File: config.mk
export PLATFORM = sky130hd
export DESIGN_NAME = reorder_buffer_flat
export DESIGN_NICKNAME = d
export VERILOG_FILES = /design/src/rtl/reorder_buffer_pkg.sv /design/src/rtl/reorder_buffer_if.sv /design/src/rtl/reorder_buffer_commit_select.sv /design/src/rtl/reorder_buffer.sv /design/src/flat_wrapper.sv
export SDC_FILE = /design/constraint.sdc
export NUM_CORES = 2
export LEC_CHECK = 0
export ABC_CLOCK_PERIOD_IN_PS = 4800
export BUFFER_PORTS_ARGS = -buffer_cell sky130_fd_sc_hd__buf_4
export CELL_PAD_IN_SITES_DETAIL_PLACEMENT = 1
export CELL_PAD_IN_SITES_GLOBAL_PLACEMENT = 2
export CORE_MARGIN = 5
export CORE_UTILIZATION = 48
export CTS_BUF_LIST = sky130_fd_sc_hd__clkbuf_4
export DETAILED_ROUTE_END_ITERATION = 7
export PLACE_DENSITY_LB_ADDON = 0.1
export SYNTH_ARGS = -nofsm -noshare
export SYNTH_HDL_FRONTEND = slang
export SYNTH_SLANG_ARGS = --single-unit
export TNS_END_PERCENT = 50
File: constraint.sdc
create_clock -name clk -period 4.8 [get_ports clk]
set_clock_uncertainty 0.1 [all_clocks]
set_input_delay 0.96 -clock clk [delete_from_list [all_inputs] [get_ports clk]]
set_output_delay 0.96 -clock clk [all_outputs]
set_load 0.05 [all_outputs]
File: src/rtl/reorder_buffer_pkg.sv
// Shared types for the reorder buffer slice.
//   rob_entry_t : one ROB slot (valid, done, destination register, result value)
//   RD_W / XLEN : destination register index width and result width
package rob_pkg;

  localparam int RD_W = 5;
  localparam int XLEN = 32;

  typedef struct packed {
    logic            valid;
    logic            done;
    logic [RD_W-1:0] rd_s;
    logic [XLEN-1:0] rd_v;
  } rob_entry_t;

endpackage

File: src/rtl/reorder_buffer_if.sv
// Bundle of every per-lane bus of the reorder buffer.
//   master : core side (dispatch, functional-unit writeback, issue lookup)
//   slave  : the reorder buffer itself
// Lane arrays are packed [SUPERSCALAR-1:0]; lane 0 is the oldest / first lane.
interface reorder_buffer_if #(
  parameter int SUPERSCALAR = 1,
  parameter int ROB_DEPTH   = 4
);
  import rob_pkg::*;

  logic [SUPERSCALAR-1:0]                alloc_req;
  logic [SUPERSCALAR-1:0][RD_W-1:0]      alloc_rd_s;
  logic                                  alloc_ready;
  logic [SUPERSCALAR-1:0][ROB_DEPTH-1:0] alloc_rob;

  logic [SUPERSCALAR-1:0]                wb_valid;
  logic [SUPERSCALAR-1:0][ROB_DEPTH-1:0] wb_rob;
  logic [SUPERSCALAR-1:0][XLEN-1:0]      wb_rd_v;

  logic [SUPERSCALAR-1:0]                commit_regf_we;
  logic [SUPERSCALAR-1:0][RD_W-1:0]      commit_rd_s;
  logic [SUPERSCALAR-1:0][XLEN-1:0]      commit_rd_v;
  logic [SUPERSCALAR-1:0][ROB_DEPTH-1:0] commit_rob;

  logic [SUPERSCALAR-1:0][ROB_DEPTH-1:0] lkp_rs1_rob;
  logic [SUPERSCALAR-1:0]                lkp_rs1_ready;
  logic [SUPERSCALAR-1:0][XLEN-1:0]      lkp_rs1_v;
  logic [SUPERSCALAR-1:0][ROB_DEPTH-1:0] lkp_rs2_rob;
  logic [SUPERSCALAR-1:0]                lkp_rs2_ready;
  logic [SUPERSCALAR-1:0][XLEN-1:0]      lkp_rs2_v;

  logic                                  rob_empty;
  logic                                  rob_full;

  modport master (
    output alloc_req, alloc_rd_s, wb_valid, wb_rob, wb_rd_v, lkp_rs1_rob, lkp_rs2_rob,
    input  alloc_ready, alloc_rob, commit_regf_we, commit_rd_s, commit_rd_v, commit_rob,
           lkp_rs1_ready, lkp_rs1_v, lkp_rs2_ready, lkp_rs2_v, rob_empty, rob_full
  );

  modport slave (
    input  alloc_req, alloc_rd_s, wb_valid, wb_rob, wb_rd_v, lkp_rs1_rob, lkp_rs2_rob,
    output alloc_ready, alloc_rob, commit_regf_we, commit_rd_s, commit_rd_v, commit_rob,
           lkp_rs1_ready, lkp_rs1_v, lkp_rs2_ready, lkp_rs2_v, rob_empty, rob_full
  );

endinterface

File: src/rtl/reorder_buffer_commit_select.sv
// rob_commit_select: picks which head entries retire this cycle.
//   head_done_i  : per lane, entry head+i is valid and done
//   retire_en_o  : per lane retire enable (prefix AND, so retirement stays in order)
//   retire_cnt_o : number of retiring lanes
module rob_commit_select #(
  parameter int SUPERSCALAR = 1,
  parameter int CW          = $clog2(SUPERSCALAR + 1)
) (
  input  logic [SUPERSCALAR-1:0] head_done_i,
  output logic [SUPERSCALAR-1:0] retire_en_o,
  output logic [CW-1:0]          retire_cnt_o
);

  logic run;

  always_comb begin
    retire_en_o  = '0;
    retire_cnt_o = '0;
    run          = 1'b1;
    for (int i = 0; i < SUPERSCALAR; i++) begin
      run            = run & head_done_i[i];
      retire_en_o[i] = run;
      retire_cnt_o   = retire_cnt_o + CW'(run);
    end
  end

endmodule

File: src/rtl/reorder_buffer.sv
// reorder_buffer: in-order retirement queue with tag-indexed writeback and operand lookup.
//   clk, rst : clock, synchronous active-high reset (discards every entry)
//   bus      : reorder_buffer_if.slave -- alloc, writeback, commit, lookup, empty/full
// Head/tail pointers carry one extra wrap bit so a full queue differs from an empty one.
// Build option ROB_WB_BYPASS_EN: lookups also see same-cycle writebacks (highest lane wins).
module reorder_buffer
  import rob_pkg::*;
#(
  parameter int SUPERSCALAR = 1,
  parameter int ROB_DEPTH   = 4
) (
  input logic             clk,
  input logic             rst,
  reorder_buffer_if.slave bus
);

  localparam int N  = 2 ** ROB_DEPTH;
  localparam int PW = ROB_DEPTH + 1;
  localparam int CW = $clog2(SUPERSCALAR + 1);
  localparam logic [PW-1:0] FULL_CNT  = {1'b1, {ROB_DEPTH{1'b0}}};
  localparam logic [PW-1:0] READY_MAX = PW'(N - SUPERSCALAR);

  typedef logic [ROB_DEPTH-1:0] tag_t;

  rob_entry_t             ent_q [N];
  rob_entry_t             ent_d [N];
  logic [PW-1:0]          head_q, head_d, tail_q, tail_d, count;
  logic                   alloc_ready;
  logic [CW-1:0]          alloc_cnt, retire_cnt;
  logic [SUPERSCALAR-1:0] head_done, retire_en;
  tag_t                   head_tag [SUPERSCALAR];
  tag_t                   tail_tag [SUPERSCALAR];

  // Readiness looks only at registered occupancy; slots freed by this cycle's commit wait a cycle.
  assign count       = tail_q - head_q;
  assign alloc_ready = (count <= READY_MAX);

  assign bus.alloc_ready = alloc_ready;
  assign bus.rob_empty   = (count == '0);
  assign bus.rob_full    = (count == FULL_CNT);

  always_comb begin
    alloc_cnt = '0;
    for (int i = 0; i < SUPERSCALAR; i++) begin
      head_tag[i]      = head_q[ROB_DEPTH-1:0] + tag_t'(i);
      tail_tag[i]      = tail_q[ROB_DEPTH-1:0] + tag_t'(i);
      head_done[i]     = ent_q[head_tag[i]].valid & ent_q[head_tag[i]].done;
      bus.alloc_rob[i] = tail_tag[i];
      alloc_cnt        = alloc_cnt + CW'(bus.alloc_req[i]);
    end
  end

  rob_commit_select #(
    .SUPERSCALAR (SUPERSCALAR),
    .CW          (CW)
  ) u_commit_select (
    .head_done_i  (head_done),
    .retire_en_o  (retire_en),
    .retire_cnt_o (retire_cnt)
  );

  always_comb begin
    for (int i = 0; i < SUPERSCALAR; i++) begin
      bus.commit_regf_we[i] = retire_en[i];
      bus.commit_rob[i]     = head_tag[i];
      bus.commit_rd_s[i]    = retire_en[i] ? ent_q[head_tag[i]].rd_s : '0;
      bus.commit_rd_v[i]    = retire_en[i] ? ent_q[head_tag[i]].rd_v : '0;
    end
  end

  always_comb begin
    for (int i = 0; i < SUPERSCALAR; i++) begin
      bus.lkp_rs1_ready[i] = ent_q[bus.lkp_rs1_rob[i]].valid & ent_q[bus.lkp_rs1_rob[i]].done;
      bus.lkp_rs1_v[i]     = ent_q[bus.lkp_rs1_rob[i]].rd_v;
      bus.lkp_rs2_ready[i] = ent_q[bus.lkp_rs2_rob[i]].valid & ent_q[bus.lkp_rs2_rob[i]].done;
      bus.lkp_rs2_v[i]     = ent_q[bus.lkp_rs2_rob[i]].rd_v;
`ifdef ROB_WB_BYPASS_EN
      // Ascending lane order lets the highest matching writeback lane win.
      for (int j = 0; j < SUPERSCALAR; j++) begin
        if (bus.wb_valid[j] && ent_q[bus.wb_rob[j]].valid) begin
          if (bus.wb_rob[j] == bus.lkp_rs1_rob[i]) begin
            bus.lkp_rs1_ready[i] = 1'b1;
            bus.lkp_rs1_v[i]     = bus.wb_rd_v[j];
          end
          if (bus.wb_rob[j] == bus.lkp_rs2_rob[i]) begin
            bus.lkp_rs2_ready[i] = 1'b1;
            bus.lkp_rs2_v[i]     = bus.wb_rd_v[j];
          end
        end
      end
`endif
    end
  end

  // Retire, writeback and alloc always touch disjoint entries, so their order here is free.
  always_comb begin
    ent_d = ent_q;
    for (int i = 0; i < SUPERSCALAR; i++) begin
      if (retire_en[i]) begin
        ent_d[head_tag[i]].valid = 1'b0;
        ent_d[head_tag[i]].done  = 1'b0;
      end
    end
    for (int i = 0; i < SUPERSCALAR; i++) begin
      if (bus.wb_valid[i] && ent_q[bus.wb_rob[i]].valid) begin
        ent_d[bus.wb_rob[i]].done = 1'b1;
        ent_d[bus.wb_rob[i]].rd_v = bus.wb_rd_v[i];
      end
    end
    if (alloc_ready) begin
      for (int i = 0; i < SUPERSCALAR; i++) begin
        if (bus.alloc_req[i]) begin
          ent_d[tail_tag[i]].valid = 1'b1;
          ent_d[tail_tag[i]].done  = 1'b0;
          ent_d[tail_tag[i]].rd_s  = bus.alloc_rd_s[i];
          ent_d[tail_tag[i]].rd_v  = '0;
        end
      end
    end
    head_d = head_q + PW'(retire_cnt);
    tail_d = tail_q + PW'(alloc_ready ? alloc_cnt : '0);
  end

  always_ff @(posedge clk) begin
    if (rst) begin
      head_q <= '0;
      tail_q <= '0;
      for (int k = 0; k < N; k++) ent_q[k] <= '0;
    end else begin
      head_q <= head_d;
      tail_q <= tail_d;
      ent_q  <= ent_d;
    end
  end

  logic wb_to_invalid, wb_dup, alloc_packed;

  always_comb begin
    wb_to_invalid = 1'b0;
    wb_dup        = 1'b0;
    for (int i = 0; i < SUPERSCALAR; i++) begin
      if (bus.wb_valid[i] && !ent_q[bus.wb_rob[i]].valid) wb_to_invalid = 1'b1;
      for (int j = i + 1; j < SUPERSCALAR; j++) begin
        if (bus.wb_valid[i] && bus.wb_valid[j] && bus.wb_rob[i] == bus.wb_rob[j]) wb_dup = 1'b1;
      end
    end
    // A packed request vector is a run of ones from lane 0: req & (req + 1) == 0.
    alloc_packed = ((bus.alloc_req & (bus.alloc_req + SUPERSCALAR'(1))) == '0);
  end

  a_alloc_packed:  assert property (@(posedge clk) disable iff (rst) alloc_packed);
  a_wb_valid_tag:  assert property (@(posedge clk) disable iff (rst) !wb_to_invalid);
  a_wb_unique_tag: assert property (@(posedge clk) disable iff (rst) !wb_dup);

endmodule
File: src/flat_wrapper.sv
// flat-port wrapper written by rule: the top's interface ports become plain ports
module reorder_buffer_flat import rob_pkg::*;
#(
  parameter int SUPERSCALAR = 1,
  parameter int ROB_DEPTH   = 4
)
  (clk, rst, bus_alloc_req, bus_alloc_rd_s, bus_wb_valid, bus_wb_rob, bus_wb_rd_v, bus_lkp_rs1_rob, bus_lkp_rs2_rob, bus_alloc_ready, bus_alloc_rob, bus_commit_regf_we, bus_commit_rd_s, bus_commit_rd_v, bus_commit_rob, bus_lkp_rs1_ready, bus_lkp_rs1_v, bus_lkp_rs2_ready, bus_lkp_rs2_v, bus_rob_empty, bus_rob_full);
  reorder_buffer_if #(.SUPERSCALAR(SUPERSCALAR), .ROB_DEPTH(ROB_DEPTH)) bus_i ();
  input logic clk;
  input logic rst;
  input wire logic [$bits(bus_i.alloc_req)-1:0] bus_alloc_req;
  input wire logic [$bits(bus_i.alloc_rd_s)-1:0] bus_alloc_rd_s;
  input wire logic [$bits(bus_i.wb_valid)-1:0] bus_wb_valid;
  input wire logic [$bits(bus_i.wb_rob)-1:0] bus_wb_rob;
  input wire logic [$bits(bus_i.wb_rd_v)-1:0] bus_wb_rd_v;
  input wire logic [$bits(bus_i.lkp_rs1_rob)-1:0] bus_lkp_rs1_rob;
  input wire logic [$bits(bus_i.lkp_rs2_rob)-1:0] bus_lkp_rs2_rob;
  output wire logic [$bits(bus_i.alloc_ready)-1:0] bus_alloc_ready;
  output wire logic [$bits(bus_i.alloc_rob)-1:0] bus_alloc_rob;
  output wire logic [$bits(bus_i.commit_regf_we)-1:0] bus_commit_regf_we;
  output wire logic [$bits(bus_i.commit_rd_s)-1:0] bus_commit_rd_s;
  output wire logic [$bits(bus_i.commit_rd_v)-1:0] bus_commit_rd_v;
  output wire logic [$bits(bus_i.commit_rob)-1:0] bus_commit_rob;
  output wire logic [$bits(bus_i.lkp_rs1_ready)-1:0] bus_lkp_rs1_ready;
  output wire logic [$bits(bus_i.lkp_rs1_v)-1:0] bus_lkp_rs1_v;
  output wire logic [$bits(bus_i.lkp_rs2_ready)-1:0] bus_lkp_rs2_ready;
  output wire logic [$bits(bus_i.lkp_rs2_v)-1:0] bus_lkp_rs2_v;
  output wire logic [$bits(bus_i.rob_empty)-1:0] bus_rob_empty;
  output wire logic [$bits(bus_i.rob_full)-1:0] bus_rob_full;
  assign bus_i.alloc_req = bus_alloc_req;
  assign bus_i.alloc_rd_s = bus_alloc_rd_s;
  assign bus_i.wb_valid = bus_wb_valid;
  assign bus_i.wb_rob = bus_wb_rob;
  assign bus_i.wb_rd_v = bus_wb_rd_v;
  assign bus_i.lkp_rs1_rob = bus_lkp_rs1_rob;
  assign bus_i.lkp_rs2_rob = bus_lkp_rs2_rob;
  assign bus_alloc_ready = bus_i.alloc_ready;
  assign bus_alloc_rob = bus_i.alloc_rob;
  assign bus_commit_regf_we = bus_i.commit_regf_we;
  assign bus_commit_rd_s = bus_i.commit_rd_s;
  assign bus_commit_rd_v = bus_i.commit_rd_v;
  assign bus_commit_rob = bus_i.commit_rob;
  assign bus_lkp_rs1_ready = bus_i.lkp_rs1_ready;
  assign bus_lkp_rs1_v = bus_i.lkp_rs1_v;
  assign bus_lkp_rs2_ready = bus_i.lkp_rs2_ready;
  assign bus_lkp_rs2_v = bus_i.lkp_rs2_v;
  assign bus_rob_empty = bus_i.rob_empty;
  assign bus_rob_full = bus_i.rob_full;
  reorder_buffer #(.SUPERSCALAR(SUPERSCALAR), .ROB_DEPTH(ROB_DEPTH)) u_core (.clk(clk), .rst(rst), .bus(bus_i));
endmodule
======== Word level (Yosys, flattened, before mapping) ========
Index checks and enable logic that the tools add are counted.
storage, ports and cells
  bits in registers ....................... 634
  word-level logic and storage cells ...... 135
cells by class
  bitwise gates (word level) .............. 8
  mux-type cells .......................... 43
  magnitude comparators ................... 9
  equality and inequality tests ........... 1
  add/subtract/negate cells ............... 3
  reduce and logical (&&, ||, !) cells .... 5
operators with widths
  kind                  count
  $bwmux W624           8
  $mux W624             4
  $demux W39 S4         8
  $bmux W39 S4          4
  $mux W39              10
  $mux W38              3
  $mux W32              3
  $mux W37              1
  $ge A5 B5 Y1 const B  5
  $not A4 Y5            5
  $lt A5 B1 Y1 const B  3
  $add A5 B1 Y5         1
  $add A5 B5 Y5         1
  $eq A5 B5 Y1 const B  1
  $le A5 B4 Y1 const B  1
  $logic_not A5 Y1      1
  $mux W5               1
  $sub A5 B5 Y5         1
  $logic_and A1 B1 Y1   4
  $and A1 B1 Y1         3
  $mux W1               1

======== Logic depth before layout (Yosys ltp) ========
  depth in word-level cells ............... 17
  mapped depth ............................ 16
  mapped depth without buffers ............ 14

======== Hierarchy ========
Synthesis repeated with hierarchy kept, for this count alone.
second synthesis, totals
  cell total of the unflattened synthesis .. 2966
  area, all modules ....................... 35683.0 um^2
by module, submodules not included
  module             times used  cells each  area each (um^2)
  reorder_buffer     1           2964        35668.0
  rob_commit_select  1           2           15.0

======== Worst setup path after synthesis ========
Ideal clock, no wire load.
  path kind ............................... input -> output
  from .................................... input bus_lkp_rs1_rob[0]
  to ...................................... output bus_lkp_rs1_v[31]
  required time ........................... 3.740 ns
  slack ................................... 1.010 ns
  cell stages on the path ................. 4
  arrival ................................. 2.730 ns
  buffers on the path ..................... 2
  cells stage by stage .................... clkbuf_1 > buf_1 > mux4_2 > mux4_2
between the ends
  cells in the longest elaborated chain, start to end .. 4
RTL lines
  element                           RTL line              text
  start: declaration                flat_wrapper.sv:16    input wire logic [$bits(bus_i.lkp_rs1_rob)-1:0] bus_lkp_rs1_rob;
  $not A4 Y5 (not written as such)  reorder_buffer.sv:74  bus.lkp_rs1_v[i] = ent_q[bus.lkp_rs1_rob[i]].rd_v;
  $bmux W39 S4                      reorder_buffer.sv:74
  $mux W39 (2 in series)            n/a
  end: declaration                  flat_wrapper.sv:25    output wire logic [$bits(bus_i.lkp_rs1_v)-1:0] bus_lkp_rs1_v;
Every way passes these cells. The select of a mux whose other input is x is not followed.

======== Final worst setup path ========
  from .................................... register u_core.head_q[1]
  to ...................................... output bus_commit_rd_v[31]
between the ends
  cells in the longest elaborated chain, start to end .. 6
RTL lines
  element                               RTL line                                    text
  start: declaration                    reorder_buffer.sv:27                        logic [PW-1:0] head_q, head_d, tail_q, tail_d, count;
  start signal: assignment              reorder_buffer.sv:126                       head_q <= '0;
  start signal: assignment              reorder_buffer.sv:130                       head_q <= head_d;
  $not A4 Y5 (not written as such) (*)  reorder_buffer.sv:47, reorder_buffer.sv:67
  $bmux W39 S4 (*)                      reorder_buffer.sv:47, reorder_buffer.sv:67
  $mux W39 (*) (2 in series)            n/a
  $and A1 B1 Y1                         reorder_buffer.sv:47                        head_done[i] = ent_q[head_tag[i]].valid & ent_q[head_tag[i]].done;
  $mux W32 (*)                          reorder_buffer.sv:67                        bus.commit_rd_v[i] = retire_en[i] ? ent_q[head_tag[i]].rd_v : '0;
  end: declaration                      flat_wrapper.sv:22                          output wire logic [$bits(bus_i.commit_rd_v)-1:0] bus_commit_rd_v;
Every way passes the cells marked *; elsewhere a longest branch is shown, timed or not. The select of a mux whose other input is x is not followed.

==> impl_metrics.env <==
export IMPL_status="finished clean"
export IMPL_hold_violations=0
export IMPL_synth_compound_area_share_pct=3.68
export IMPL_start_kind="register"
export IMPL_yosysWarnings=0
export IMPL_die_y_um=285
export IMPL_die_x_um=285
export IMPL_start_util_pct=48.6
export IMPL_num_rows=100
export IMPL_synth_top_family_by_area="multiplexers"
export IMPL_worstPathRequired_ns=3.74
export IMPL_synth_simple_area_share_pct=9.88
export IMPL_crit_buf_inv=3
export IMPL_wl_per_cell_um=31.4
export IMPL_synthMuxAreaShare_pct=46.0
export IMPL_max_freq_ghz=0.210
export IMPL_setup_worst_path_end_class="primary output"
export IMPL_power_per_cell_area_nw_per_um2=295
export IMPL_cts_clk_slew_worst_paths_ns=0.06
export IMPL_multi_input_area_um2=21900
export IMPL_finalSetupTns_ns=0
export IMPL_crit_chain="buf_4 -> buf_6 -> mux4_2 -> a22oi_1 -> a21oi_1 -> buf_4"
export IMPL_grt_max_degree=112
export IMPL_first_pass_iters=5
export IMPL_avgSynthCellArea_um2=12.1
export IMPL_ys_top_cells_by_area="dfxtp_1, mux4_2, mux2i_1"
export IMPL_h_tree_depth=4
export IMPL_dpl_cell_count=3917
export IMPL_crit_family="buffers and inverters"
export IMPL_clk_path_buf_depth=3
export IMPL_cts_tree="yes"
export IMPL_grt_pass1_wl_mm=198
export IMPL_gr_total_overflow=0
export IMPL_rr_worst_depth=8
export IMPL_worstHoldStart="bus_alloc_rd_s[1]"
export IMPL_detail_route_antenna_nets=0
export IMPL_grt_pass1_vias=29705
export IMPL_clock_sinks=634
export IMPL_worstPathMaxFanout=41
export IMPL_netlist_area_um2=36200
export IMPL_cpPeakStageDelay_ns=0.60
export IMPL_cts_root_buf="clkbuf_4"
export IMPL_yosys_most_used_dff="dfxtp_1"
export IMPL_ios=168
export IMPL_dr_first_iter_drc_count=2543
export IMPL_remaining_drc_errors=0
export IMPL_async_reset_ff_share_pct=0
export IMPL_globalplace_congestion=0.852
export IMPL_grt_usage_pct=32.5
export IMPL_port_buffers=167
export IMPL_min_period_ns=4.76
export IMPL_die_area_um2=81000
export IMPL_maxSlewHeadroom_pct=22.1
export IMPL_drt_wl_total_mm=133
export IMPL_fillCellCount=7650
export IMPL_slew_violations=0
export IMPL_synth_xor_area_share_pct=0.194
export IMPL_tightest_slew_ns=1.17
export IMPL_synth_top_area_share_pct=35.1
export IMPL_clk_latency_ns=1.08
export IMPL_p_leak_nw=14.8
export IMPL_drv_cap=0
export IMPL_core_um2=74600
export IMPL_syn_num_nets=3066
export IMPL_antenna_found_initial=4
export IMPL_synth_largest_area_cell="dfxtp_1"
export IMPL_cts_hold_fix_buffers=0
export IMPL_cp_common_cell="buf_4"
export IMPL_ys_seq_elements=634
export IMPL_synth_edf_count=0
export IMPL_crit_slowest_cell="a21oi_1"
export IMPL_path_class="register to primary output"
export IMPL_post_cts_buffers=0
export IMPL_dpl_hpwl_mm=81.8
export IMPL_nNetsFinal=3190
export IMPL_setup_viol=0
export IMPL_whs_path_depth=3
export IMPL_synthCells=3004
export IMPL_whs_endpoint="u_core.ent_q[72]"
export IMPL_area_delta_synth_final_pct=11.5
export IMPL_rr_endpoint="u_core.ent_q[520]"
export IMPL_seq_area_um2=12700
export IMPL_cts_inserted_buffers=178
export IMPL_synthAdderAreaFrac_pct=0.332
export IMPL_vias_per_cell=6.55
export IMPL_layout_worst_path_cycle_share_pct=99.1
export IMPL_final_common_cell="dfxtp_1"
export IMPL_vdd_ir_drop_max_mv=0.302
export IMPL_r2r_start="u_core.head_q[3]"
export IMPL_drive_above_1_share_pct=35.8
export IMPL_r2r_slack_ns=0.96
export IMPL_worstHoldPathType="input pin to register"
export IMPL_layout_common_cells="dfxtp_1, mux2i_1, nor2_1, mux4_2, clkbuf_4"
export IMPL_vias=27774
export IMPL_ys_seq_area_share_pct=35.1
export IMPL_synth_cell_types=40
export IMPL_fin_cells=4241
export IMPL_cp_data_arrival_time_ns=3.70
## cell usage after synthesis (2+ instances only)
| master | count |
|---|---|
| nor2b_1 | 10 |
| nand2_1 | 37 |
| buf_2 | 106 |
| nand2b_2 | 9 |
| o211ai_4 | 9 |
| nand3_1 | 34 |
| and3_1 | 16 |
| a31oi_1 | 6 |
| buf_12 | 6 |
| a21boi_0 | 4 |
| nor2_4 | 45 |
| buf_6 | 33 |
| mux2i_1 | 592 |
| dfxtp_1 | 634 |
| a22oi_1 | 74 |
| and2_1 | 7 |
| inv_2 | 3 |
| buf_1 | 24 |
| inv_1 | 5 |
| a21oi_1 | 69 |
| nor3b_1 | 3 |
| nor2_1 | 548 |
| a311oi_1 | 2 |
| buf_4 | 12 |
| o211ai_2 | 7 |
| mux4_2 | 476 |
| xor2_1 | 5 |
| ha_1 | 8 |
| o21ai_0 | 10 |
| clkbuf_1 | 143 |
| nand2b_1 | 7 |
| nor2_2 | 41 |
| xnor2_1 | 3 |
| nand4_1 | 10 |
## sequential cells by signal, summed over array words and instances (netlist names)
| signal | cells |
|---|---|
| u_core.ent_q | 624 |
| u_core.head_q | 5 |
| u_core.tail_q | 5 |
## per-stage QoR
stage	hold slack (ns)	util [%]	total power [mW]	area, µm²	setup WS [ns]
2_1_floorplan	0.329	-	6.58	36200	1.01
3_3_place_gp	0.343	51.2	7.08	38200	0.565
3_5_place_dp	0.367	51.2	7.11	38200	0.567
4_1_cts	0.0818	54.1	12.1	40400	0.0284
5_1_grt	0.109	54.2	12.4	40400	-0.0406
6_report	0.163	54.2	11.9	40400	0.0439
## per-layer routing
layer  wire length (µm)  vias up  share of wire [%]  GRT usage [%]
met1              52800    14517                 40           41.4
met3               9200      337                6.9           5.94
met5                  0        -                  0              0
li1                   -    11618                  -              -
met2              65400     1302                 49           54.6
met4               5770        0                4.3           14.1
## area by class of cell
type	count	share of cell area [%]
Clock buffer	258	4.80
Antenna cell	13	0.0805
Timing Repair Buffer	268	5.80
Sequential cell	634	31.4
Multi-Input combinational cell	2038	54.2
Tap cell	969	3.00
Clock inverter	53	0.632
Inverter	8	0.0743
## power by group
| part | leakage [nW] | internal (mW) | switching, mW |
|---|---|---|---|
| clock | 1.30 | 2.47 | 2.47 |
| sequential | 5.11 | 5.29 | 0.0292 |
| combinational | 8.43 | 0.548 | 1.12 |
| total | 14.8 | 8.31 | 3.61 |
## worst reg2reg max path: stages (launching register included)
cell and delay, ns:
dfxtp_1 0.51, inv_2 0.20, ha_1 0.39, a21oi_1 0.27, and3_1 0.61, o211ai_4 0.30
nand2b_2 0.61, buf_4 0.55, nor2_1 0.15
## cells by family (layout without fill, tap and decap cells)
logic type               Yosys count  in the layout
flip-flops                       634            634
adder cells (fa/ha/maj)            9              9
other                              0             13
buffers and inverters            332            587
AND/OR/NAND/NOR                  771            771
multiplexers                    1068           1068
XOR/XNOR                           8              8
AO/OA/AOI/OAI                    182            182
## worst max path at each step
stage	start	to	slack (ns)	cells after the start
after floorplan	bus_lkp_rs1_rob[0]	bus_lkp_rs1_v[31]	1.01	4
after CTS	u_core.head_q[2]	bus_rob_full	0.03	9
final	u_core.head_q[1]	bus_commit_rd_v[31]	0.04	6
after global placement	bus_lkp_rs2_rob[1]	bus_lkp_rs2_ready	0.57	7
after detailed placement	bus_lkp_rs2_rob[1]	bus_lkp_rs2_v[11]	0.57	5
after global routing	u_core.head_q[3]	bus_commit_rd_v[31]	-0.04	7
## repair_timing
action | 4_1_cts | 5_1_grt
gates cloned | 0 | 0
setup endpoints to repair | 2 | 6
gates resized for setup | 2 | 1
No activity file was read; power rests on OpenSTA's default activity.
